### src/rtl/pong_game_fsm.sv
// Pong game sequencer: idle / serve / play / win screens, score keeping,
// ball re-centre pulses and serve direction. All outputs are registered.
module pong_game_fsm #(
    parameter int WIN_SCORE      = 5,
    parameter int SERVE_DELAY_MS = 1000,
    parameter int WIN_HOLD_MS    = 3000
) (
    input  logic       clk,
    input  logic       reset,
    input  logic       clk_1ms,
    input  logic       btn_start,
    input  logic       miss_left,
    input  logic       miss_right,
    output logic [1:0] game_state,
    output logic [3:0] score1,
    output logic [3:0] score2,
    output logic       ball_enable,
    output logic       ball_reset,
    output logic       serve_dir
);

    localparam logic [3:0]  WIN_S     = 4'(WIN_SCORE);
    localparam logic [11:0] SERVE_CNT = 12'(SERVE_DELAY_MS);
    localparam logic [11:0] WIN_CNT   = 12'(WIN_HOLD_MS);

    typedef enum logic [2:0] {
        IDLE  = 3'd0,
        SERVE = 3'd1,
        PLAY  = 3'd2,
        WIN1  = 3'd3,
        WIN2  = 3'd4
    } state_t;

    state_t      state_q, state_d;
    logic [11:0] cnt_q, cnt_d;
    logic        btn_prev_q, btn_prev_d;
    logic [3:0]  score1_q, score1_d;
    logic [3:0]  score2_q, score2_d;
    logic        serve_dir_q, serve_dir_d;
    logic        ball_reset_q, ball_reset_d;
    logic        ball_enable_q, ball_enable_d;
    logic [1:0]  game_state_q, game_state_d;

    logic        start_edge;
    logic [3:0]  score1_inc;
    logic [3:0]  score2_inc;

    // Saturating increments: a score never passes WIN_SCORE and never wraps.
    always_comb begin
        start_edge = btn_start & ~btn_prev_q;
        score1_inc = (score1_q >= WIN_S) ? score1_q : score1_q + 4'd1;
        score2_inc = (score2_q >= WIN_S) ? score2_q : score2_q + 4'd1;
    end

    // Next-state, counter, score and registered-output computation.
    always_comb begin
        state_d      = state_q;
        cnt_d        = cnt_q;
        btn_prev_d   = btn_start;
        score1_d     = score1_q;
        score2_d     = score2_q;
        serve_dir_d  = serve_dir_q;
        ball_reset_d = 1'b0;

        case (state_q)
            IDLE: begin
                if (start_edge) begin
                    score1_d     = '0;
                    score2_d     = '0;
                    serve_dir_d  = 1'b1;
                    ball_reset_d = 1'b1;
                    cnt_d        = SERVE_CNT;
                    state_d      = SERVE;
                end
            end
            SERVE: begin
                if (clk_1ms) begin
                    if (cnt_q == 12'd1) begin
                        cnt_d   = '0;
                        state_d = PLAY;
                    end else begin
                        cnt_d = cnt_q - 12'd1;
                    end
                end
            end
            PLAY: begin
                if (miss_left && miss_right) begin
                    ball_reset_d = 1'b1;
                    cnt_d        = SERVE_CNT;
                    state_d      = SERVE;
                end else if (miss_left) begin
                    score2_d    = score2_inc;
                    serve_dir_d = 1'b0;
                    if (score2_inc == WIN_S) begin
                        cnt_d   = WIN_CNT;
                        state_d = WIN2;
                    end else begin
                        ball_reset_d = 1'b1;
                        cnt_d        = SERVE_CNT;
                        state_d      = SERVE;
                    end
                end else if (miss_right) begin
                    score1_d    = score1_inc;
                    serve_dir_d = 1'b1;
                    if (score1_inc == WIN_S) begin
                        cnt_d   = WIN_CNT;
                        state_d = WIN1;
                    end else begin
                        ball_reset_d = 1'b1;
                        cnt_d        = SERVE_CNT;
                        state_d      = SERVE;
                    end
                end
            end
            WIN1, WIN2: begin
                if (clk_1ms) begin
                    if (cnt_q == 12'd1) begin
                        cnt_d   = '0;
                        state_d = IDLE;
                    end else begin
                        cnt_d = cnt_q - 12'd1;
                    end
                end
            end
            default: begin
                cnt_d   = '0;
                state_d = IDLE;
            end
        endcase

        // Renderer outputs are derived from the next state so they register
        // in step with the state itself.
        case (state_d)
            SERVE, PLAY: game_state_d = 2'b01;
            WIN1:        game_state_d = 2'b10;
            WIN2:        game_state_d = 2'b11;
            default:     game_state_d = 2'b00;
        endcase
        ball_enable_d = (state_d == PLAY);
    end

    // State and output registers with asynchronous active-low reset.
    always_ff @(posedge clk or negedge reset) begin
        if (!reset) begin
            state_q       <= IDLE;
            cnt_q         <= '0;
            btn_prev_q    <= 1'b1;
            score1_q      <= '0;
            score2_q      <= '0;
            serve_dir_q   <= 1'b1;
            ball_reset_q  <= 1'b0;
            ball_enable_q <= 1'b0;
            game_state_q  <= 2'b00;
        end else begin
            state_q       <= state_d;
            cnt_q         <= cnt_d;
            btn_prev_q    <= btn_prev_d;
            score1_q      <= score1_d;
            score2_q      <= score2_d;
            serve_dir_q   <= serve_dir_d;
            ball_reset_q  <= ball_reset_d;
            ball_enable_q <= ball_enable_d;
            game_state_q  <= game_state_d;
        end
    end

    assign game_state  = game_state_q;
    assign score1      = score1_q;
    assign score2      = score2_q;
    assign ball_enable = ball_enable_q;
    assign ball_reset  = ball_reset_q;
    assign serve_dir   = serve_dir_q;

endmodule

### config.mk
export PLATFORM = sky130hd
export DESIGN_NAME = pong_game_fsm
export DESIGN_NICKNAME = d
export VERILOG_FILES = /design/src/rtl/pong_game_fsm.sv
export SDC_FILE = /design/constraint.sdc
export NUM_CORES = 1
export LEC_CHECK = 0
export ABC_AREA = 1
export BUFFER_PORTS_ARGS = -buffer_cell sky130_fd_sc_hd__buf_2
export CORE_ASPECT_RATIO = 0.7
export CORE_UTILIZATION = 55
export DETAILED_ROUTE_END_ITERATION = 7
export PLACE_DENSITY = 0.75
export SYNTH_ARGS = -nofsm -noshare
export SYNTH_HDL_FRONTEND = slang
export SYNTH_SLANG_ARGS = --single-unit
### constraint.sdc
create_clock -name clk -period 3.25 [get_ports clk]
set_input_delay 0.4875 -clock clk [delete_from_list [all_inputs] [get_ports clk]]
set_output_delay 0.4875 -clock clk [all_outputs]
set_load 0.02 [all_outputs]
==> flow_summary.yaml <==
setup_path:
  crit_end: "game_state[0]$_DFF_PN0_"
  start_kind: "register"
  r2r-start: "score2[0]$_DFFE_PN0P_"
  r2r-end: "game_state[0]$_DFF_PN0_"
  path_class: "register to register"
  end_kind: "register"
  cp.required_ns: 3.41
  rrSetupSlack_ns: 1.35
  crit_start: "score2[0]$_DFFE_PN0P_"
  rr_worst_depth: 15
  cp.arrival_ns: 2.06
  worstPathMaxFanout: 5
cts:
  cts_buffers: 5
  holdBufCountCts: 0
  ctsResizeCount: 0
  cts_sinks: 29
  postCtsSetupBuffers: 0
  cts_buffer_depth: 2
  clk_pin_slew_ns: 0.06
  clockRootBuffer: "clkbuf_8"
  cts_max_level: 2
  clk_latency_ns: 0.28
  cts_tree: "built"
synthesis:
  syn_area_um2: 1930
  netlist_top_cells_area: "dfrtp_1 35%, nand2_1 14%, inv_1 7.8%"
  ys_seq_elements: 29
  synth_top_area_share_pct: 35.0
  synth_edf_count: 0
  synth_top_cells_by_count: "74 x nand2_1, 40 x inv_1, 27 x dfrtp_1"
  synthArstFlopShare_pct: 100
  ys_seq_area_share_pct: 37.7
  synth_ff_type: "dfrtp_1"
  synth_nets: 275
  yosysUniqueCellTypes: 32
  synth_cells: 261
  syn-mean-instance-area_um2: 7.40
  synth_top_cell_by_area: "dfrtp_1"
  yosysWarnings: 0
  synth.most_common_cell: "nand2_1"
timing:
  fin_hold_ws_ns: 0.231
  period_minus_slack_ns: 1.90
  max_freq_ghz: 0.527
  hold_viol: 0
  min_period_over_period_pct: 58.3
  slew_violations: 0
  rsz0062_at_grt: "no"
  tns_ns: 0
  slew-limit-headroom_pct: 57.1
  worst-slew-pin-transition_ns: 0.643
  setup_violations: 0
  skew_ns: 0.00606
placement:
  port_buffers: 18
  gp_congestion: 0.895
  place_hpwl_mm: 3.12
  dp.cells: 325
floorplan:
  ios: 19
  die_w_um: 72.8
  die-area_um2: 3760
  start_util_pct: 59.3
  die_h_um: 51.6
  core_um2: 3250
  num_rows: 17
grt:
  grt_pass1_wl_mm: 6.94
  grt_usage_pct: 24.9
  grt_antenna_before_repair: 0
  grt_overflow_total: 0
  grt_max_degree: 30
  grt_pass1_vias: 1519
cells_and_area:
  areaGrowthSynthToFinish_pct: 11.4
  finalNonFillerCells: 333
  nets: 299
  final_core_utilization_pct: 66.1
  drive_gt1_share_pct: 20.6
  antenna_cells: 0
status:
  outcome: "completed"
detailed_routing:
  wl_mm: 4.02
  drc_errors: 0
  vias_per_cell: 5.14
  vias: 1713
  drtIter0Drc: 91
  first_pass_iters: 4
  drtAntennaViolNets: 0
  wl_per_cell_um: 12.1
pwr:
  power.leakage_nw: 1.14
  vdd_drop_max_v: 0.000467
  powerDensity_nw_per_um2: 746
min_path:
  min_path_type: "primary input to asynchronous set/reset pin"
run:
  maxCapViolations: 0
## final cells by class
type,instances,area [um2]
clock buffer,6,72.6
clock inverter,2,10.0
fill,294,1100
inverter,46,180
multi-input combinational,185,1010
sequential,29,728
tap,47,58.8
timing repair buffer,18,90.1
## per-layer routing
layer / vias to the layer above / routed length [um] / GRT usage [%]
met4: 0 / 30 / 6.86
met5: - / 0 / 0
li1: 878 / - / -
met3: 5 / 205 / 6.01
met2: 49 / 1640 / 36.1
met1: 781 / 2150 / 36.9
## cell families after synthesis
logic type / share of synthesized area (%)
flip-flops: 37.7
buffers and inverters: 9.92
XOR/XNOR: 2.27
AND/OR/NAND/NOR: 32.7
AO/OA/AOI/OAI: 12.2
adder cells (fa/ha/maj): 5.18
## worst max-delay path, cell delays in order, from the launching register on
cell,delay [ns]
dfrtp_1,0.42
inv_1,0.14
ha_1,0.16
nand2_1,0.05
nand2_1,0.14
nand2_1,0.09
nand2_1,0.06
nand2_1,0.06
nor2_1,0.09
nand2_1,0.05
nand2_1,0.13
nand2_1,0.07
nand2_1,0.10
nand2_1,0.09
nand2_1,0.07
nand3_1,0.06
## per-stage QoR
| step | power (mW) | area (um2) | setup slack, ns |
|---|---|---|---|
| finish | 1.60 | 2150 | 1.35 |
| detailed placement | 1.32 | 2070 | 1.39 |
| global route | 1.74 | 2150 | 1.03 |
| CTS | 1.61 | 2150 | 1.39 |
| floorplan | 1.17 | 1930 | 1.48 |
| global placement | 1.30 | 2070 | 1.45 |
## placed cells by master (no fill, tap or decap), types with 4 or more instances in the layout
master    instances
nor3_1            4
nor2_1           19
ha_1              8
o21ai_2           8
o21ai_1           4
inv_2             4
buf_2            18
o21ai_0          10
nand4_1           4
nor2_2            5
nand2_2           5
xor2_1            4
dfrtp_1          27
nand2_1          74
nand3_1          17
o22ai_1           4
clkbuf_8          5
inv_1            40
## where the power goes
| group | leakage (nW) | switching [mW] | internal, mW |
|---|---|---|---|
| registers | 0.373 | 0.0866 | 0.456 |
| clock network | 0.0450 | 0.132 | 0.148 |
| logic | 0.719 | 0.516 | 0.265 |
## worst min path at each step
| stage | startpoint | endpoint | slack (ns) | cells after the start |
|---|---|---|---|---|
| global route | reset | cnt_q[9]$_DFFE_PN0P_ | 0.28 | 1 |
| CTS | reset | cnt_q[9]$_DFFE_PN0P_ | 0.25 | 1 |
| floorplan | reset | ball_enable$_DFF_PN0_ | 0.19 | 0 |
| finish | reset | cnt_q[9]$_DFFE_PN0P_ | 0.23 | 1 |
| global placement | cnt_q[6]$_DFFE_PN0P_ | cnt_q[6]$_DFFE_PN0P_ | 0.47 | 2 |
| detailed placement | cnt_q[6]$_DFFE_PN0P_ | cnt_q[6]$_DFFE_PN0P_ | 0.48 | 2 |
## state kept, by name (all words and copies together), names as in the netlist
register	cells
serve_dir	1
score2	4
ball_enable	1
score1	4
btn_prev_q	1
game_state	2
cnt_q	12
ball_reset	1
state_q	3
Note: power is estimated with default switching activity, not from simulation.
